==> src/rtl/boot_loader_arbiter_if.sv <==
// rtl/boot_loader_arbiter_if.sv - host load, core and memory bus bundle for boot_loader_arbiter
//
// Purpose: groups the host load handshake, the core-side memory bus and the
// memory-side bus into one bundle.
// Modports:
//   slave  - the arbiter: takes ld_* and cpu_* requests plus mem_ReadData;
//            drives ld_ready, cpu_reset, cpu_ReadData and mem_* requests.
//   master - the surroundings (host, core, memory): the mirror image.
interface boot_loader_arbiter_if;
  logic        ld_start;
  logic        ld_valid;
  logic [31:0] ld_data;
  logic        ld_last;
  logic        ld_ready;

  logic        cpu_reset;
  logic [31:0] cpu_Adr;
  logic [31:0] cpu_WriteData;
  logic        cpu_MemWrite;
  logic [31:0] cpu_ReadData;

  logic [31:0] mem_Adr;
  logic [31:0] mem_WriteData;
  logic        mem_MemWrite;
  logic [31:0] mem_ReadData;

  modport slave (
    input  ld_start, ld_valid, ld_data, ld_last,
    input  cpu_Adr, cpu_WriteData, cpu_MemWrite,
    input  mem_ReadData,
    output ld_ready, cpu_reset, cpu_ReadData,
    output mem_Adr, mem_WriteData, mem_MemWrite
  );

  modport master (
    output ld_start, ld_valid, ld_data, ld_last,
    output cpu_Adr, cpu_WriteData, cpu_MemWrite,
    output mem_ReadData,
    input  ld_ready, cpu_reset, cpu_ReadData,
    input  mem_Adr, mem_WriteData, mem_MemWrite
  );
endinterface

==> src/rtl/boot_loader_arbiter.sv <==
// rtl/boot_loader_arbiter.sv - boot sequencer owning the unified memory port of the arm core
//
// Purpose: holds the core in reset while a host streams a program into memory,
// then releases the core and hands it the memory port. ld_start at any time
// re-parks the core and restarts the load.
// Ports:
//   clk, reset  - clock, asynchronous active-high reset
//   bus         - slave side of boot_loader_arbiter_if (load, core, memory buses)
//   busy        - loading or releasing
//   done        - core running
//   err         - load overflowed the window without ld_last
//   word_count  - words written in the current or last load
module boot_loader_arbiter #(
  parameter logic [31:0] BASE_ADDR = 32'h0000_0000,
  parameter int          MAX_WORDS = 64,
  localparam int         WCW       = $clog2(MAX_WORDS) + 1
) (
  input  logic                   clk,
  input  logic                   reset,
  boot_loader_arbiter_if.slave   bus,
  output logic                   busy,
  output logic                   done,
  output logic                   err,
  output logic [WCW-1:0]         word_count
);

  typedef enum logic [2:0] {
    S_WAIT,
    S_LOAD,
    S_RELEASE,
    S_RUN,
    S_ERROR
  } state_t;

  localparam logic [WCW-1:0] LAST_IDX = WCW'(MAX_WORDS - 1);

  state_t         state_q, state_d;
  logic [WCW-1:0] word_count_q, word_count_d;
  logic           rel_cnt_q, rel_cnt_d;
  logic           cpu_reset_q, ld_ready_q, busy_q, done_q, err_q;
  logic           accept;
  logic [31:0]    load_adr;

  // ld_start wins over a simultaneous word, so a restart never writes.
  assign accept = (state_q == S_LOAD) && bus.ld_valid && !bus.ld_start;

  always_comb begin
    state_d      = state_q;
    word_count_d = word_count_q;
    rel_cnt_d    = rel_cnt_q;
    case (state_q)
      S_LOAD: begin
        if (accept) begin
          word_count_d = word_count_q + 1'b1;
          if (bus.ld_last) begin
            state_d = S_RELEASE;
          end else if (word_count_q == LAST_IDX) begin
            state_d = S_ERROR;
          end
        end
      end
      S_RELEASE: begin
        if (rel_cnt_q) begin
          state_d = S_RUN;
        end else begin
          rel_cnt_d = 1'b1;
        end
      end
      default: ;
    endcase
    if (bus.ld_start) begin
      state_d      = S_LOAD;
      word_count_d = '0;
    end
    if (state_d == S_RELEASE && state_q != S_RELEASE) begin
      rel_cnt_d = 1'b0;
    end
  end

  // Status flags are registered from the next state so they line up with the
  // state they describe; the core leaves reset only once RUN is reached.
  always_ff @(posedge clk or posedge reset) begin
    if (reset) begin
      state_q      <= S_WAIT;
      word_count_q <= '0;
      rel_cnt_q    <= 1'b0;
      cpu_reset_q  <= 1'b1;
      ld_ready_q   <= 1'b0;
      busy_q       <= 1'b0;
      done_q       <= 1'b0;
      err_q        <= 1'b0;
    end else begin
      state_q      <= state_d;
      word_count_q <= word_count_d;
      rel_cnt_q    <= rel_cnt_d;
      cpu_reset_q  <= (state_d != S_RUN);
      ld_ready_q   <= (state_d == S_LOAD);
      busy_q       <= (state_d == S_LOAD) || (state_d == S_RELEASE);
      done_q       <= (state_d == S_RUN);
      err_q        <= (state_d == S_ERROR);
    end
  end

  assign load_adr = BASE_ADDR + (32'(word_count_q) << 2);

  // In RUN the core owns the port, except that a restart request blocks its
  // store in the same cycle so nothing lands after the core is re-parked.
  always_comb begin
    bus.mem_Adr       = load_adr;
    bus.mem_WriteData = bus.ld_data;
    bus.mem_MemWrite  = accept;
    if (state_q == S_RUN) begin
      bus.mem_Adr       = bus.cpu_Adr;
      bus.mem_WriteData = bus.cpu_WriteData;
      bus.mem_MemWrite  = bus.cpu_MemWrite && !bus.ld_start;
    end
  end

  assign bus.cpu_ReadData = bus.mem_ReadData;
  assign bus.cpu_reset    = cpu_reset_q;
  assign bus.ld_ready     = ld_ready_q;
  assign busy             = busy_q;
  assign done             = done_q;
  assign err              = err_q;
  assign word_count       = word_count_q;

endmodule

==> src/flat_wrapper.sv <==
// flat-port wrapper written by rule: the top's interface ports become plain ports
module boot_loader_arbiter_flat 
#(
  parameter logic [31:0] BASE_ADDR = 32'h0000_0000,
  parameter int          MAX_WORDS = 64,
  localparam int         WCW       = $clog2(MAX_WORDS) + 1
)
  (clk, reset, busy, done, err, word_count, bus_ld_start, bus_ld_valid, bus_ld_data, bus_ld_last, bus_cpu_Adr, bus_cpu_WriteData, bus_cpu_MemWrite, bus_mem_ReadData, bus_ld_ready, bus_cpu_reset, bus_cpu_ReadData, bus_mem_Adr, bus_mem_WriteData, bus_mem_MemWrite);
  boot_loader_arbiter_if bus_i ();
  input  logic clk;
  input  logic reset;
  output logic busy;
  output logic done;
  output logic err;
  output logic [WCW-1:0] word_count;
  input wire logic [$bits(bus_i.ld_start)-1:0] bus_ld_start;
  input wire logic [$bits(bus_i.ld_valid)-1:0] bus_ld_valid;
  input wire logic [$bits(bus_i.ld_data)-1:0] bus_ld_data;
  input wire logic [$bits(bus_i.ld_last)-1:0] bus_ld_last;
  input wire logic [$bits(bus_i.cpu_Adr)-1:0] bus_cpu_Adr;
  input wire logic [$bits(bus_i.cpu_WriteData)-1:0] bus_cpu_WriteData;
  input wire logic [$bits(bus_i.cpu_MemWrite)-1:0] bus_cpu_MemWrite;
  input wire logic [$bits(bus_i.mem_ReadData)-1:0] bus_mem_ReadData;
  output wire logic [$bits(bus_i.ld_ready)-1:0] bus_ld_ready;
  output wire logic [$bits(bus_i.cpu_reset)-1:0] bus_cpu_reset;
  output wire logic [$bits(bus_i.cpu_ReadData)-1:0] bus_cpu_ReadData;
  output wire logic [$bits(bus_i.mem_Adr)-1:0] bus_mem_Adr;
  output wire logic [$bits(bus_i.mem_WriteData)-1:0] bus_mem_WriteData;
  output wire logic [$bits(bus_i.mem_MemWrite)-1:0] bus_mem_MemWrite;
  assign bus_i.ld_start = bus_ld_start;
  assign bus_i.ld_valid = bus_ld_valid;
  assign bus_i.ld_data = bus_ld_data;
  assign bus_i.ld_last = bus_ld_last;
  assign bus_i.cpu_Adr = bus_cpu_Adr;
  assign bus_i.cpu_WriteData = bus_cpu_WriteData;
  assign bus_i.cpu_MemWrite = bus_cpu_MemWrite;
  assign bus_i.mem_ReadData = bus_mem_ReadData;
  assign bus_ld_ready = bus_i.ld_ready;
  assign bus_cpu_reset = bus_i.cpu_reset;
  assign bus_cpu_ReadData = bus_i.cpu_ReadData;
  assign bus_mem_Adr = bus_i.mem_Adr;
  assign bus_mem_WriteData = bus_i.mem_WriteData;
  assign bus_mem_MemWrite = bus_i.mem_MemWrite;
  boot_loader_arbiter #(.BASE_ADDR(BASE_ADDR), .MAX_WORDS(MAX_WORDS)) u_core (.clk(clk), .reset(reset), .bus(bus_i), .busy(busy), .done(done), .err(err), .word_count(word_count));
endmodule
==> config.mk <==
export PLATFORM = sky130hd
export DESIGN_NAME = boot_loader_arbiter_flat
export DESIGN_NICKNAME = d
export VERILOG_FILES = /design/src/rtl/boot_loader_arbiter_if.sv /design/src/rtl/boot_loader_arbiter.sv /design/src/flat_wrapper.sv
export SDC_FILE = /design/constraint.sdc
export NUM_CORES = 1
export LEC_CHECK = 0
export ABC_AREA = 1
export BUFFER_PORTS_ARGS = -buffer_cell sky130_fd_sc_hd__buf_4
export CAP_MARGIN = 10
export CORE_AREA = 4 4 91 93
export CTS_CLUSTER_DIAMETER = 80
export CTS_CLUSTER_SIZE = 8
export DETAILED_ROUTE_END_ITERATION = 6
export DIE_AREA = 0 0 95 97
export PLACE_DENSITY_LB_ADDON = 0.3
export SYNTH_ARGS = -nofsm -noshare
export SYNTH_HDL_FRONTEND = slang
export SYNTH_SLANG_ARGS = --single-unit
==> constraint.sdc <==
create_clock -name clk -period 4.1 [get_ports clk]
set_clock_uncertainty 0.2 [all_clocks]
set_input_delay 0.205 -clock clk [delete_from_list [all_inputs] [get_ports clk]]
set_output_delay 0.205 -clock clk [all_outputs]
set_load 0.01 [all_outputs]
Word level (Yosys, flattened, before mapping)
Index checks and enable logic that the tools add are counted.
{ "word_totals": {"reg_bits": 16, "latchBits": 0, "ramBits": 0, "rom_bits": 0, "in_bits": 134, "n_memories": 0} }
{ "classes": {"n_addsub": 1, "n_mul": 0, "n_div": 0, "magnitude_cmp": 0, "eq_ne": 10, "n_shift": 0, "mux": 14, "bitwise_logic": 0, "n_reduce_logical": 10} }
{ "op_table": {"columns": ["operator", "count"], "rows": [
  ["$mux 32", 2],
  ["$mux 7", 3],
  ["$mux 3", 5],
  ["$eq 3x2->1 const B", 4],
  ["$add 7x1->7 const B", 1],
  ["$eq 7x6->1 const B", 1],
  ["$eq 3x1->1 const B", 2],
  ["$ne 3x2->1 const B", 2],
  ["$pmux 3 s2", 1],
  ["$reduce_bool 2->1", 3],
  ["$logic_and 1x1->1", 4],
  ["$eq 3x3->1 const B", 1],
  ["$mux 1", 3],
  ["$reduce_and 2->1", 1],
  ["$logic_not 1->1", 1],
  ["$logic_or 1x1->1", 1]
]} }

Longest topological paths before layout
Gate-level depths: netlist (run 1).
{ "depth": {"ltp_word": 9, "mapped_depth": 10, "mapped_depth_nobuf": 10} }

Least setup slack after synthesis (run 1)
No wires, ideal clock.
{ "synth_timing": {"path_kind": "reg-to-output", "start": "register u_core.state_q[0]", "end": "output port bus_mem_Adr[2]", "t_arrival_ps": 1159, "required_ps": 3695, "setup_slack_ps": 2536, "stages_incl_launch_ff": 4, "n_path_buf": 1, "cell_sequence": "dfrtp_1 -> nand3_1 -> buf_2 -> mux2_2"} }
{ "synth_between": {"elab_chain_cells": 2} }
{ "synth_rtl": {"columns": ["element", "line_no", "rtl"], "rows": [
  ["start: declaration", "boot_loader_arbiter.sv:37", "state_t state_q, state_d;"],
  ["start signal: assignment", "boot_loader_arbiter.sv:93", "state_q <= state_d;"],
  ["$eq 3x2->1", "boot_loader_arbiter.sv:112", "if (state_q == S_RUN) begin"],
  ["$mux 32", "boot_loader_arbiter.sv:112", null],
  ["end: declaration", "flat_wrapper.sv:27", "output wire logic [$bits(bus_i.mem_Adr)-1:0] bus_mem_Adr;"]
]} }
Every way passes these cells.

Worst setup path after layout (run 1)
{ "layout_timing": {"start": "register u_core.state_q[2]", "end": "output port bus_mem_WriteData[30]"} }
{ "layout_between": {"elab_chain_cells": 2} }
{ "layout_rtl": {"columns": ["element", "line_no", "rtl"], "rows": [
  ["$eq 3x2->1", "boot_loader_arbiter.sv:112", null],
  ["$mux 32", "boot_loader_arbiter.sv:112", null],
  ["end: declaration", "flat_wrapper.sv:28", "output wire logic [$bits(bus_i.mem_WriteData)-1:0] bus_mem_WriteData;"]
]} }
Every way passes these cells.

==> results of run 1 <==
==> synthesized netlist by cell type (all sizes together), types with 2 or more instances <==
| library cell | count |
|---|---|
| nor3 | 2 |
| a21oi | 6 |
| mux2 | 35 |
| o31ai | 2 |
| nor2 | 45 |
| inv | 40 |
| nand2 | 26 |
| nand3 | 9 |
| o21ai | 6 |
| buf | 38 |
| dfrtp | 15 |
==> worst max-delay path, stage by stage, from the launching register on <==
cell and delay (ns):
sky130_fd_sc_hd__dfrtp_1 0.37, sky130_fd_sc_hd__inv_2 0.11, sky130_fd_sc_hd__nand3_2 0.77, sky130_fd_sc_hd__buf_4 0.54, sky130_fd_sc_hd__mux2_2 0.30, sky130_fd_sc_hd__buf_4 0.14
==> cells by family after synthesis <==
family          Yosys count  synth area share
buf+inv                  79             0.250
fa+ha+maj                 1           0.00736
flops                    16             0.236
mux                      35             0.232
xor+xnor                  1           0.00516
compound gates           16            0.0530
simple gates             84             0.216
==> routing by layer <==
metal / global-route usage / wire length [µm] / up-vias
li1: - / - / 984
met1: 0.167 / 2730 / 890
met2: 0.266 / 3690 / 120
met3: 0.0778 / 1120 / 2
met4: 0.0133 / 25 / 0
met5: 0 / 0 / -
==> repair_timing <==
action,CTS,global route
hold buffers,2,0
resized for setup,0,0
buffers inserted,0,0
hold endpoints to repair,16,0
==> where the power goes <==
part,total [mW],switching [mW],internal (mW)
logic,0.965,0.464,0.502
clock network,0.126,0.0573,0.0691
registers,0.232,0.0305,0.202
==> area by class of cell <==
class | count | area, µm² | area share
clock buffer | 4 | 45.0 | 0.0152
inverter | 40 | 150 | 0.0506
multi-input combinational | 137 | 878 | 0.296
sequential | 16 | 402 | 0.135
tap | 102 | 128 | 0.0430
timing repair buffer | 181 | 1360 | 0.460
==> path summary, 6_finish.rpt <==
| kind | slack (ns) | cells past startpoint | endpoint | start |
|---|---|---|---|---|
| worst max-delay path | 1.16 | 5 | bus_mem_WriteData[30] | u_core.state_q[2] |
| worst min-delay path | 0.11 | 4 | u_core.rel_cnt_q | bus_ld_last |
| worst max register to register | 2.44 | 10 | u_core.busy | u_core.word_count[1] |
| worst min register to register | 0.34 | 1 | u_core.word_count[2] | u_core.word_count[2] |
| max in group asynchronous | 2.89 | 3 | u_core.rel_cnt_q | reset |
| min in group asynchronous | 0.39 | 3 | u_core.word_count[5] | reset |
==> state kept, by name, indices dropped and copies added, names as in the netlist <==
name and count:
u_core.word_count 7, u_core.state_q 3, u_core.done 1, u_core.bus.cpu_reset 1
u_core.err 1, u_core.rel_cnt_q 1, u_core.bus.ld_ready 1, u_core.busy 1
==> per-stage QoR <==
step | area (µm²) | hold slack [ns] | power, mW | setup WS [ns] | util
3_3_place_gp | 2900 | 0.114 | 1.21 | 1.45 | 0.385
3_5_place_dp | 2900 | 0.133 | 1.22 | 1.37 | 0.385
2_1_floorplan | 1700 | -0.0820 | 0.779 | 2.54 | -
5_1_grt | 2970 | 0.173 | 1.44 | 0.991 | 0.394
4_1_cts | 2970 | 0.104 | 1.35 | 1.09 | 0.394
6_report | 2970 | 0.111 | 1.32 | 1.16 | 0.394
==> results_tabular.tex, run 1 <==
\begin{tabular}{lr}
\hline
Metric & Value \\
\hline
\multicolumn{2}{l}{\textbf{Floorplan}} \\
\quad Width of the die & around 95 µm \\
\quad Initial cell density of the core & 0.226 \\
\quad CORE AREA & 0.00753 mm² \\
\quad Y dimension of the die & 97 µm \\
\quad Cell row count & 32 \\
\quad Die area & 0.00922 mm² \\
\quad Number of ports placed on the die boundary & between 200 and 250 \\
\multicolumn{2}{l}{\textbf{Synth}} \\
\quad Asr flop ratio synth & 1.00 \\
\quad Distinct cells, synth & 25 \\
\quad Dominant register cell in the synthesized netlist & sky130\_fd\_sc\_hd\_\_dfrtp\_1 \\
\quad Mean area per synthesized cell & around 7.3 µm² \\
\quad Cell Area, Synth & 0.00170 mm² \\
\quad Net count after synthesis & 367 \\
\quad Post-synth top area cell & sky130\_fd\_sc\_hd\_\_mux2\_2 \\
\quad Number of warnings issued by yosys & 0 \\
\quad Top area cells in the synthesized netlist & sky130\_fd\_sc\_hd\_\_mux2\_2 (23\%), sky130\_fd\_sc\_hd\_\_dfrtp\_1 (22\%), sky130\_fd\_sc\_hd\_\_buf\_4 (14\%) \\
\quad Number of synthesized flops with an enable pin & 0 \\
\quad Sequential-to-total area share from yosys stat & 0.236 \\
\quad Proportion of netlist area held by the largest area contributor & 0.232 \\
\quad Number of register bits inferred by synthesis & 16 \\
\quad Post-Synthesis Cells & 232 \\
\multicolumn{2}{l}{\textbf{CTS}} \\
\quad Clk pin slew, worst setup/hold paths & 0.06 ns \\
\quad Source-to-sink clock delay at the later pin of the worst-skew pair & around 0.26 ns \\
\quad Clock Tree Buf Depth & 2 \\
\quad Clock sink total & 16 \\
\quad CTS Buf Count & 3 \\
\quad CTS tree & done \\
\quad Root cell of the clock tree & sky130\_fd\_sc\_hd\_\_clkbuf\_8 \\
\quad H-tree levels & 1 \\
\multicolumn{2}{l}{\textbf{Worst setup path}} \\
\quad Worst-path maximum fanout & 46 \\
\quad Critical path start-end classification & flop to output pin \\
\quad WP data arrival & 2.53 ns \\
\quad Nature of the critical path startpoint & flop \\
\quad Element type at the critical path end & output pin \\
\quad Data required time at the worst endpoint & 3.69 ns \\
\multicolumn{2}{l}{\textbf{Detailed routing}} \\
\quad Routed via count divided by cell count & $\sim$4.2 \\
\quad DR vias & 1,996 \\
\quad First-pass detailed-route iteration total & 4 \\
\quad Remaining design rule violation count & 0 \\
\quad Wirelength, routed & between 7 and 8 mm \\
\quad Average wire per cell in the routed design & between 15 and 20 µm \\
\quad Number of routed nets with antenna violations & 0 \\
\quad First-iteration detailed-routing DRC count & 20 \\
\multicolumn{2}{l}{\textbf{Cells and area}} \\
\quad Number of standard cells in the final layout excluding fillers & 480 \\
\quad Area growth syn-to-layout & 74.6\% \\
\quad Most frequent cells in the layout & sky130\_fd\_sc\_hd\_\_buf\_4 (179), sky130\_fd\_sc\_hd\_\_nor2\_1 (43), sky130\_fd\_sc\_hd\_\_inv\_1 (38), sky130\_fd\_sc\_hd\_\_mux2\_2 (35), sky130\_fd\_sc\_hd\_\_nand2\_1 (25) \\
\quad Fraction of layout instances using a drive strength above 1 & 0.603 \\
\quad Final net count & about 500 \\
\quad Number of inserted diodes & 0 \\
\quad Number of inserted filler cells in the final layout & 812 \\
\quad Commonest non-fill, non-tap cell in the layout & sky130\_fd\_sc\_hd\_\_buf\_4 \\
\multicolumn{2}{l}{\textbf{Timing}} \\
\quad Minimum period implied by the final worst setup slack & 2.94 ns \\
\quad Setup\_tns & 0 ns \\
\quad Slew at the pin with the worst max-slew slack & 1.02 ns \\
\quad Post-route clock period utilization & 0.716 \\
\quad Final hold violation count & 0 \\
\quad RSZ-0062 raised after global routing & no \\
\quad Highest clock frequency the design can meet & 0.340 GHz \\
\quad Final count of pins violating max slew & 0 \\
\quad Max transition margin & 0.322 \\
\quad Final count of negative-setup-slack endpoints & 0 \\
\multicolumn{2}{l}{\textbf{Pwr}} \\
\quad Cell leakage power & 1.67 nW \\
\quad Worst VDD drop & 0.342 mV \\
\quad Power density cells & 446 mW/mm² \\
\multicolumn{2}{l}{\textbf{Global route}} \\
\quad Total track usage & 0.151 \\
\quad First-pass GRT wire length & 10.8 mm \\
\quad Number of global-route vias before repair & between 2,000 and 2,500 \\
\quad GRT Residual Overflow & 0 \\
\quad Pin count of the biggest net entering global routing & 47 \\
\quad Initial antenna violation count & 0 \\
\multicolumn{2}{l}{\textbf{Run}} \\
\quad Max-capacitance violation count & 0 \\
\multicolumn{2}{l}{\textbf{Run status}} \\
\quad Outcome & complete, no violations \\
\multicolumn{2}{l}{\textbf{Placed design}} \\
\quad Global placer's final weighted congestion & 0.796 \\
\quad Post-Place Cells & 474 \\
\quad Count of input and output buffers & 178 \\
\quad Half-perimeter wire length of the detailed placement result & 6.52 mm \\
\multicolumn{2}{l}{\textbf{Worst hold path}} \\
\quad Hold WC Path Type & input pin to flop \\
\hline
\end{tabular}
Note: power is estimated with default switching activity, not from simulation.
==> inputs of run 2 (changes only) <==
CORE_AREA = 4 4 93 95   (was 4 4 91 93)
DIE_AREA = 0 0 97 99   (was 0 0 95 97)
clock period = 2.45 ns   (was 4.1 ns; I/O delays follow)
==> run 2 against run 1 <==
  * Final cell count did not move
  * Power rose by 70%
  * Non-clock buffer count did not move
  * Global-route usage fell by 1.2 points
  * Design area rose by 0.76%
  * Worst setup slack got worse by 0.71 ns
  * Wire length fell by 3.8%
  * Sequential power rose by 66%
  * First-iteration DRC count rose by 110%
  * Die area rose by 4.2%
  * Register-to-register slack got worse by 1.6 ns
==> results_tabular.tex, run 2 (same netlist as run 1, synthesis figures left out) <==
\begin{tabular}{lr}
\hline
Metric & Value \\
\hline
\multicolumn{2}{l}{\textbf{CTS}} \\
\quad CTS Buf Count & 3 \\
\quad Source-to-sink clock delay at the later pin of the worst-skew pair & between 0.2 and 0.3 ns \\
\quad Number of gates given a new drive strength after cts & 0 \\
\quad H-tree levels & 1 \\
\quad Clk pin slew, worst setup/hold paths & 0.06 ns \\
\quad Clock Tree Buf Depth & 2 \\
\quad Root cell of the clock tree & sky130\_fd\_sc\_hd\_\_clkbuf\_8 \\
\quad Clock sink total & 16 \\
\quad Setup fix buffers added after clock tree synthesis & 0 \\
\quad Hold-fix buffers, CTS & 2 \\
\quad CTS tree & done \\
\multicolumn{2}{l}{\textbf{Run}} \\
\quad Max-capacitance violation count & 0 \\
\multicolumn{2}{l}{\textbf{Pwr}} \\
\quad Net load switching power & 0.922 mW \\
\quad Sequential power share & 0.171 \\
\quad Power density cells & 752 mW/mm² \\
\quad Switching portion of total power & 0.410 \\
\quad Share of total power in combinational logic & 0.725 \\
\quad Worst VDD drop & around 0.33 mV \\
\quad Cell leakage power & 1.68 nW \\
\quad Total internal power & between 1 and 1.5 mW \\
\quad Fraction of power consumed by the clock network & 0.104 \\
\multicolumn{2}{l}{\textbf{Cells and area}} \\
\quad Most frequent cells in the layout & sky130\_fd\_sc\_hd\_\_buf\_4 (178), sky130\_fd\_sc\_hd\_\_nor2\_1 (43), sky130\_fd\_sc\_hd\_\_inv\_1 (38), sky130\_fd\_sc\_hd\_\_mux2\_2 (35), sky130\_fd\_sc\_hd\_\_nand2\_1 (25) \\
\quad Final net count & 514 \\
\quad Commonest non-fill, non-tap cell in the layout & sky130\_fd\_sc\_hd\_\_buf\_4 \\
\quad Area growth syn-to-layout & 75.9\% \\
\quad Number of inserted filler cells in the final layout & 817 \\
\quad Final std cell area, no fill & around 0.0030 mm² \\
\quad Number of inserted diodes & 0 \\
\quad Fraction of layout instances using a drive strength above 1 & 0.606 \\
\quad Flip-flop count of the largest register, all copies and words added & 7 \\
\multicolumn{2}{l}{\textbf{Worst setup path}} \\
\quad CP bufs+invs & 2 \\
\quad Worst R2R Setup Slack & 0.83 ns \\
\quad Element type at the critical path end & output pin \\
\quad Worst R2R Start & u\_core.state\_q[1] \\
\quad Maximum cell stage delay along the critical path & 0.44 ns \\
\quad Critical path cell sequence & nand3\_2, buf\_12, mux2\_2, buf\_4 \\
\quad Worst-path maximum fanout & 69 \\
\quad Critical path start-end classification & flop to output pin \\
\quad Critical path's top delay family & buffers and inverters \\
\quad Number of gates on the worst path with buffers counted & 4 \\
\quad Critical-path cell with the highest stage delay & sky130\_fd\_sc\_hd\_\_dfrtp\_1 \\
\quad WP data arrival & about 1.7 ns \\
\quad Depth of the most critical reg-to-reg path & 8 \\
\quad Nature of the critical path startpoint & flop \\
\quad Endpoint of the worst register-to-register path & u\_core.busy \\
\quad Worst setup path endpoint & bus\_mem\_Adr[3] \\
\quad Launching element of the worst setup path & u\_core.state\_q[0] \\
\quad Data required time at the worst endpoint & 2.13 ns \\
\multicolumn{2}{l}{\textbf{Detailed routing}} \\
\quad Average wire per cell in the routed design & 15.1 µm \\
\quad Number of routed nets with antenna violations & 0 \\
\quad First-iteration detailed-routing DRC count & 42 \\
\quad Remaining design rule violation count & 0 \\
\quad First-pass detailed-route iteration total & 4 \\
\quad Routed via count divided by cell count & between 4 and 5 \\
\quad Wirelength, routed & 7.27 mm \\
\quad DR vias & 1,993 \\
\multicolumn{2}{l}{\textbf{Timing}} \\
\quad Slew at the pin with the worst max-slew slack & 0.618 ns \\
\quad Setup\_tns & 0 ns \\
\quad Final hold violation count & 0 \\
\quad Final count of negative-setup-slack endpoints & 0 \\
\quad Final count of pins violating max slew & 0 \\
\quad Minimum period implied by the final worst setup slack & between 2 and 2.5 ns \\
\quad Post-route clock period utilization & 0.817 \\
\quad Highest clock frequency the design can meet & 0.500 GHz \\
\quad Max transition margin & 0.588 \\
\quad Final worst slack & approximately 0.45 ns \\
\quad RSZ-0062 raised after global routing & no \\
\multicolumn{2}{l}{\textbf{Placed design}} \\
\quad Count of input and output buffers & 178 \\
\quad Worst slack at placement & 0.695 ns \\
\quad Half-perimeter wire length of the detailed placement result & between 6 and 7 mm \\
\quad Global placer's final weighted congestion & 0.853 \\
\quad Standard cell area after detailed placement & 0.00291 mm² \\
\multicolumn{2}{l}{\textbf{Floorplan}} \\
\quad Initial cell density of the core & 0.220 \\
\quad Die area & 0.00960 mm² \\
\quad Y dimension of the die & between 90 and 100 µm \\
\quad Cell row count & 32 \\
\quad CORE AREA & 0.00773 mm² \\
\quad Width of the die & 97 µm \\
\quad Number of ports placed on the die boundary & 243 \\
\multicolumn{2}{l}{\textbf{Run status}} \\
\quad Outcome & complete, no violations \\
\multicolumn{2}{l}{\textbf{Global route}} \\
\quad Initial antenna violation count & 0 \\
\quad First-pass GRT wire length & approximately 11 mm \\
\quad GRT Residual Overflow & 0 \\
\quad Number of global-route vias before repair & 2,024 \\
\quad Total track usage & 0.140 \\
\quad Pin count of the biggest net entering global routing & 70 \\
\multicolumn{2}{l}{\textbf{Worst hold path}} \\
\quad Hold WC Path Type & input pin to output pin \\
\hline
\end{tabular}
==> run 2: cell counts in the layout (fill, tap and decap cells not counted) <==
Identical to the previous run, type by type.
==> run 2: worst min-delay path by stage <==
stage	start	end	slack [ns]	cells past startpoint
after CTS	bus_mem_ReadData[10]	bus_cpu_ReadData[10]	0.05	0
after global placement	reset	u_core.word_count[2]	0.04	2
after floorplan	reset	u_core.bus.ld_ready	-0.16	1
final	bus_mem_ReadData[19]	bus_cpu_ReadData[19]	0.05	0
after global routing	bus_mem_ReadData[19]	bus_cpu_ReadData[19]	0.05	0
after detailed placement	reset	u_core.word_count[2]	0.04	2
==> run 2: power groups by stage <==
stage	Clock, mW	Combinational (mW)	Sequential, mW
floorplan	0	0.902	0.402
global placement	0	1.65	0.387
detailed placement	0	1.66	0.389
CTS	0.244	1.67	0.384
global route	0.254	1.78	0.393
finish	0.233	1.63	0.385
==> run 2: final cells by class <==
cell class | count | area (µm²) | area share
well taps | 102 | 128 | 0.0427
repair buffers | 181 | 1380 | 0.460
flip-flops and latches | 16 | 402 | 0.134
inverters | 40 | 150 | 0.0502
multi-input cells | 137 | 878 | 0.294
clock buffers | 4 | 55.1 | 0.0184
==> run 2: worst register-to-register path, stage by stage (launching register included) <==
cell                      delay [ns]
sky130_fd_sc_hd__dfrtp_1        0.42
sky130_fd_sc_hd__inv_1          0.09
sky130_fd_sc_hd__nand3_2        0.11
sky130_fd_sc_hd__nor2_4         0.16
sky130_fd_sc_hd__nand2_1        0.15
sky130_fd_sc_hd__nand2_1        0.11
sky130_fd_sc_hd__nand3_2        0.14
sky130_fd_sc_hd__nand3_2        0.10
sky130_fd_sc_hd__nand2_1        0.05
==> run 2: per-stage QoR <==
stage | total power [mW] | util | hold slack [ns] | instances
after global routing | 2.42 | 0.387 | 0.0450 | 480
after floorplan | 1.30 | - | -0.164 | 232
after CTS | 2.29 | 0.387 | 0.0451 | 480
after detailed placement | 2.05 | 0.377 | 0.0428 | 474
final | 2.25 | 0.387 | 0.0450 | 480
after global placement | 2.04 | 0.377 | 0.0354 | 474
==> run 2: metal layers <==
| layer | track usage | share of wire | vias up |
|---|---|---|---|
| li1 | - | - | 981 |
| met1 | 0.150 | 0.36 | 885 |
| met2 | 0.258 | 0.53 | 119 |
| met3 | 0.0559 | 0.10 | 8 |
| met4 | 0.0270 | 0.0085 | 0 |
| met5 | 0 | 0 | - |
==> inputs of run 3 (changes only) <==
clock period = 1.75 ns   (was 2.45 ns; I/O delays follow)
==> run 3 against run 2 <==
  * The run now ends with setup timing left
  * Final cell count up 9.4%
  * Die area unchanged
  * Design area up 19%
  * Clock power up 43%
  * Critical path depth unchanged
  * Power up 65%
  * Largest power group unchanged
==> results_tabular.tex, run 3 (same netlist as run 1, synthesis figures left out) <==
\begin{tabular}{lr}
\hline
Metric & Value \\
\hline
\multicolumn{2}{l}{\textbf{Placed design}} \\
\quad Half-perimeter wire length of the detailed placement result & 6.39 mm \\
\quad Post-Place Cells & 479 \\
\quad Global placer's final weighted congestion & 0.943 \\
\quad Worst slack at placement & 0.154 ns \\
\quad Count of input and output buffers & $\sim$180 \\
\multicolumn{2}{l}{\textbf{Timing}} \\
\quad Slew at the pin with the worst max-slew slack & 0.616 ns \\
\quad Final worst slack & -0.0745 ns \\
\quad RSZ-0062 raised after global routing & yes \\
\quad Final count of negative-setup-slack endpoints & 39 \\
\quad Minimum period implied by the final worst setup slack & 1.82 ns \\
\quad Final count of pins violating max slew & 0 \\
\quad Post-route clock period utilization & 1.04 \\
\quad Highest clock frequency the design can meet & 0.548 GHz \\
\quad Final hold violation count & 0 \\
\quad Hold WS & approximately 0.021 ns \\
\quad Max transition margin & 0.589 \\
\multicolumn{2}{l}{\textbf{Detailed routing}} \\
\quad Number of routed nets with antenna violations & 0 \\
\quad Average wire per cell in the routed design & 16.2 µm \\
\quad First-pass detailed-route iteration total & 4 \\
\quad Remaining design rule violation count & 0 \\
\quad First-iteration detailed-routing DRC count & 65 \\
\quad Wirelength, routed & between 8 and 9 mm \\
\quad Routed via count divided by cell count & 4.15 \\
\quad DR vias & 2,177 \\
\multicolumn{2}{l}{\textbf{Floorplan}} \\
\quad Die area & 0.00960 mm² \\
\quad Cell row count & 32 \\
\quad CORE AREA & 0.00773 mm² \\
\quad Width of the die & 97 µm \\
\quad Initial cell density of the core & 0.220 \\
\quad Y dimension of the die & 99 µm \\
\quad Number of ports placed on the die boundary & roughly 240 \\
\multicolumn{2}{l}{\textbf{CTS}} \\
\quad Clock Tree Buf Depth & 2 \\
\quad CTS tree & done \\
\quad Clock sink total & 16 \\
\quad Source-to-sink clock delay at the later pin of the worst-skew pair & around 0.25 ns \\
\quad H-tree levels & 1 \\
\quad Root cell of the clock tree & sky130\_fd\_sc\_hd\_\_clkbuf\_8 \\
\quad Clk pin slew, worst setup/hold paths & 0.06 ns \\
\quad CTS Buf Count & 3 \\
\multicolumn{2}{l}{\textbf{Pwr}} \\
\quad Cell leakage power & 1.95 nW \\
\quad Worst VDD drop & 0.372 mV \\
\quad Sequential power share & 0.144 \\
\quad Switching portion of total power & 0.399 \\
\quad Tot Pwr & roughly 3.7 mW \\
\quad Fraction of power consumed by the clock network & 0.090 \\
\quad Share of total power in combinational logic & 0.766 \\
\quad Power density cells & 1040 mW/mm² \\
\quad Net load switching power & 1.48 mW \\
\quad Total internal power & 2.23 mW \\
\multicolumn{2}{l}{\textbf{Run status}} \\
\quad Outcome & finished with violations \\
\quad Failing checks & setup timing \\
\multicolumn{2}{l}{\textbf{Worst setup path}} \\
\quad Worst R2R Start & u\_core.state\_q[2] \\
\quad Endpoint of the worst register-to-register path & u\_core.done \\
\quad Nature of the critical path startpoint & flop \\
\quad Element type at the critical path end & output pin \\
\quad Worst-path maximum fanout & 19 \\
\quad Depth of the most critical reg-to-reg path & 11 \\
\quad Critical path start-end classification & flop to output pin \\
\quad WP data arrival & 1.54 ns \\
\quad Data required time at the worst endpoint & 1.46 ns \\
\quad Worst R2R Setup Slack & 0.02 ns \\
\multicolumn{2}{l}{\textbf{Cells and area}} \\
\quad Flip-flop count of the largest register, all copies and words added & 7 \\
\quad Most frequent cells in the layout & sky130\_fd\_sc\_hd\_\_buf\_4 (180), sky130\_fd\_sc\_hd\_\_inv\_1 (38), sky130\_fd\_sc\_hd\_\_dlygate4sd3\_1 (34), sky130\_fd\_sc\_hd\_\_nor2\_1 (33), sky130\_fd\_sc\_hd\_\_mux2\_2 (29) \\
\quad Fraction of layout instances using a drive strength above 1 & 0.608 \\
\quad Fraction of the core area covered by cells at the end of the flow & 0.462 \\
\quad Area growth syn-to-layout & 110\% \\
\quad Commonest non-fill, non-tap cell in the layout & sky130\_fd\_sc\_hd\_\_buf\_4 \\
\quad Number of standard cells in the final layout excluding fillers & 525 \\
\quad Final net count & 559 \\
\quad Number of inserted diodes & 0 \\
\multicolumn{2}{l}{\textbf{Global route}} \\
\quad GRT Residual Overflow & 0 \\
\quad Pin count of the biggest net entering global routing & 21 \\
\quad Total track usage & 0.159 \\
\quad Initial antenna violation count & 0 \\
\quad Number of global-route vias before repair & roughly 2,200 \\
\quad First-pass GRT wire length & 12.4 mm \\
\multicolumn{2}{l}{\textbf{Worst hold path}} \\
\quad Min-Delay Startpoint & bus\_ld\_last \\
\quad Hold-critical path depth & 4 \\
\quad Hold WC Path Type & input pin to flop \\
\quad End point of the worst hold path & u\_core.rel\_cnt\_q \\
\multicolumn{2}{l}{\textbf{Run}} \\
\quad Max-capacitance violation count & 0 \\
\hline
\end{tabular}
run 3: what timing repair did:
action                     in CTS  in global routing
pin swaps                       0                  3
hold buffers                   34                  0
hold endpoints to repair       49                  0
buffers inserted                1                  5
setup endpoints to repair      47                 66
gates cloned                    1                  1
gates resized for setup        14                 21
run 3: worst max-delay path by stage:
stage | startpoint | end | slack [ns] | cells past startpoint
after CTS | u_core.state_q[0] | bus_mem_WriteData[26] | -0.06 | 4
after floorplan | u_core.word_count[0] | u_core.busy | 0.24 | 8
after global routing | u_core.state_q[1] | bus_mem_WriteData[25] | -0.12 | 4
final | u_core.state_q[1] | bus_mem_WriteData[25] | -0.07 | 4
after detailed placement | u_core.state_q[0] | bus_mem_WriteData[27] | 0.15 | 4
after global placement | u_core.word_count[0] | u_core.err | 0.17 | 7
run 3: critical path: stages (launching register included):
cell	delay, ns
sky130_fd_sc_hd__dfrtp_2	0.44
sky130_fd_sc_hd__nand3_4	0.15
sky130_fd_sc_hd__buf_12	0.18
sky130_fd_sc_hd__mux2_2	0.36
sky130_fd_sc_hd__buf_4	0.15
run 3: stage by stage:
stage,setup TNS (ns),cell area [µm²]
2_1_floorplan,0,1700
3_3_place_gp,0,2960
3_5_place_dp,0,2960
4_1_cts,-1.46,3450
5_1_grt,-4.98,3570
6_report,-1.34,3570
run 3: power groups by stage:
| stage | sequential [mW] | combinational [mW] | clock [mW] |
|---|---|---|---|
| finish | 0.536 | 2.85 | 0.333 |
| floorplan | 0.562 | 1.26 | 0 |
| global placement | 0.530 | 2.40 | 0 |
| CTS | 0.537 | 2.68 | 0.335 |
| detailed placement | 0.534 | 2.42 | 0 |
| global route | 0.546 | 3.06 | 0.352 |
run 3: cell type report:
type                       instances  area [µm²]
tap                              102         128
clock buffer                       4        55.1
multi-input combinational        137         950
sequential                        16         404
timing repair buffer             226        1880
inverter                          40         150
fill                             744        4160
run 3: layer usage:
metal	track usage	wire (µm)
met2	0.298	4620
met4	0.0518	208
met3	0.0403	618
met5	0	0
met1	0.174	3040
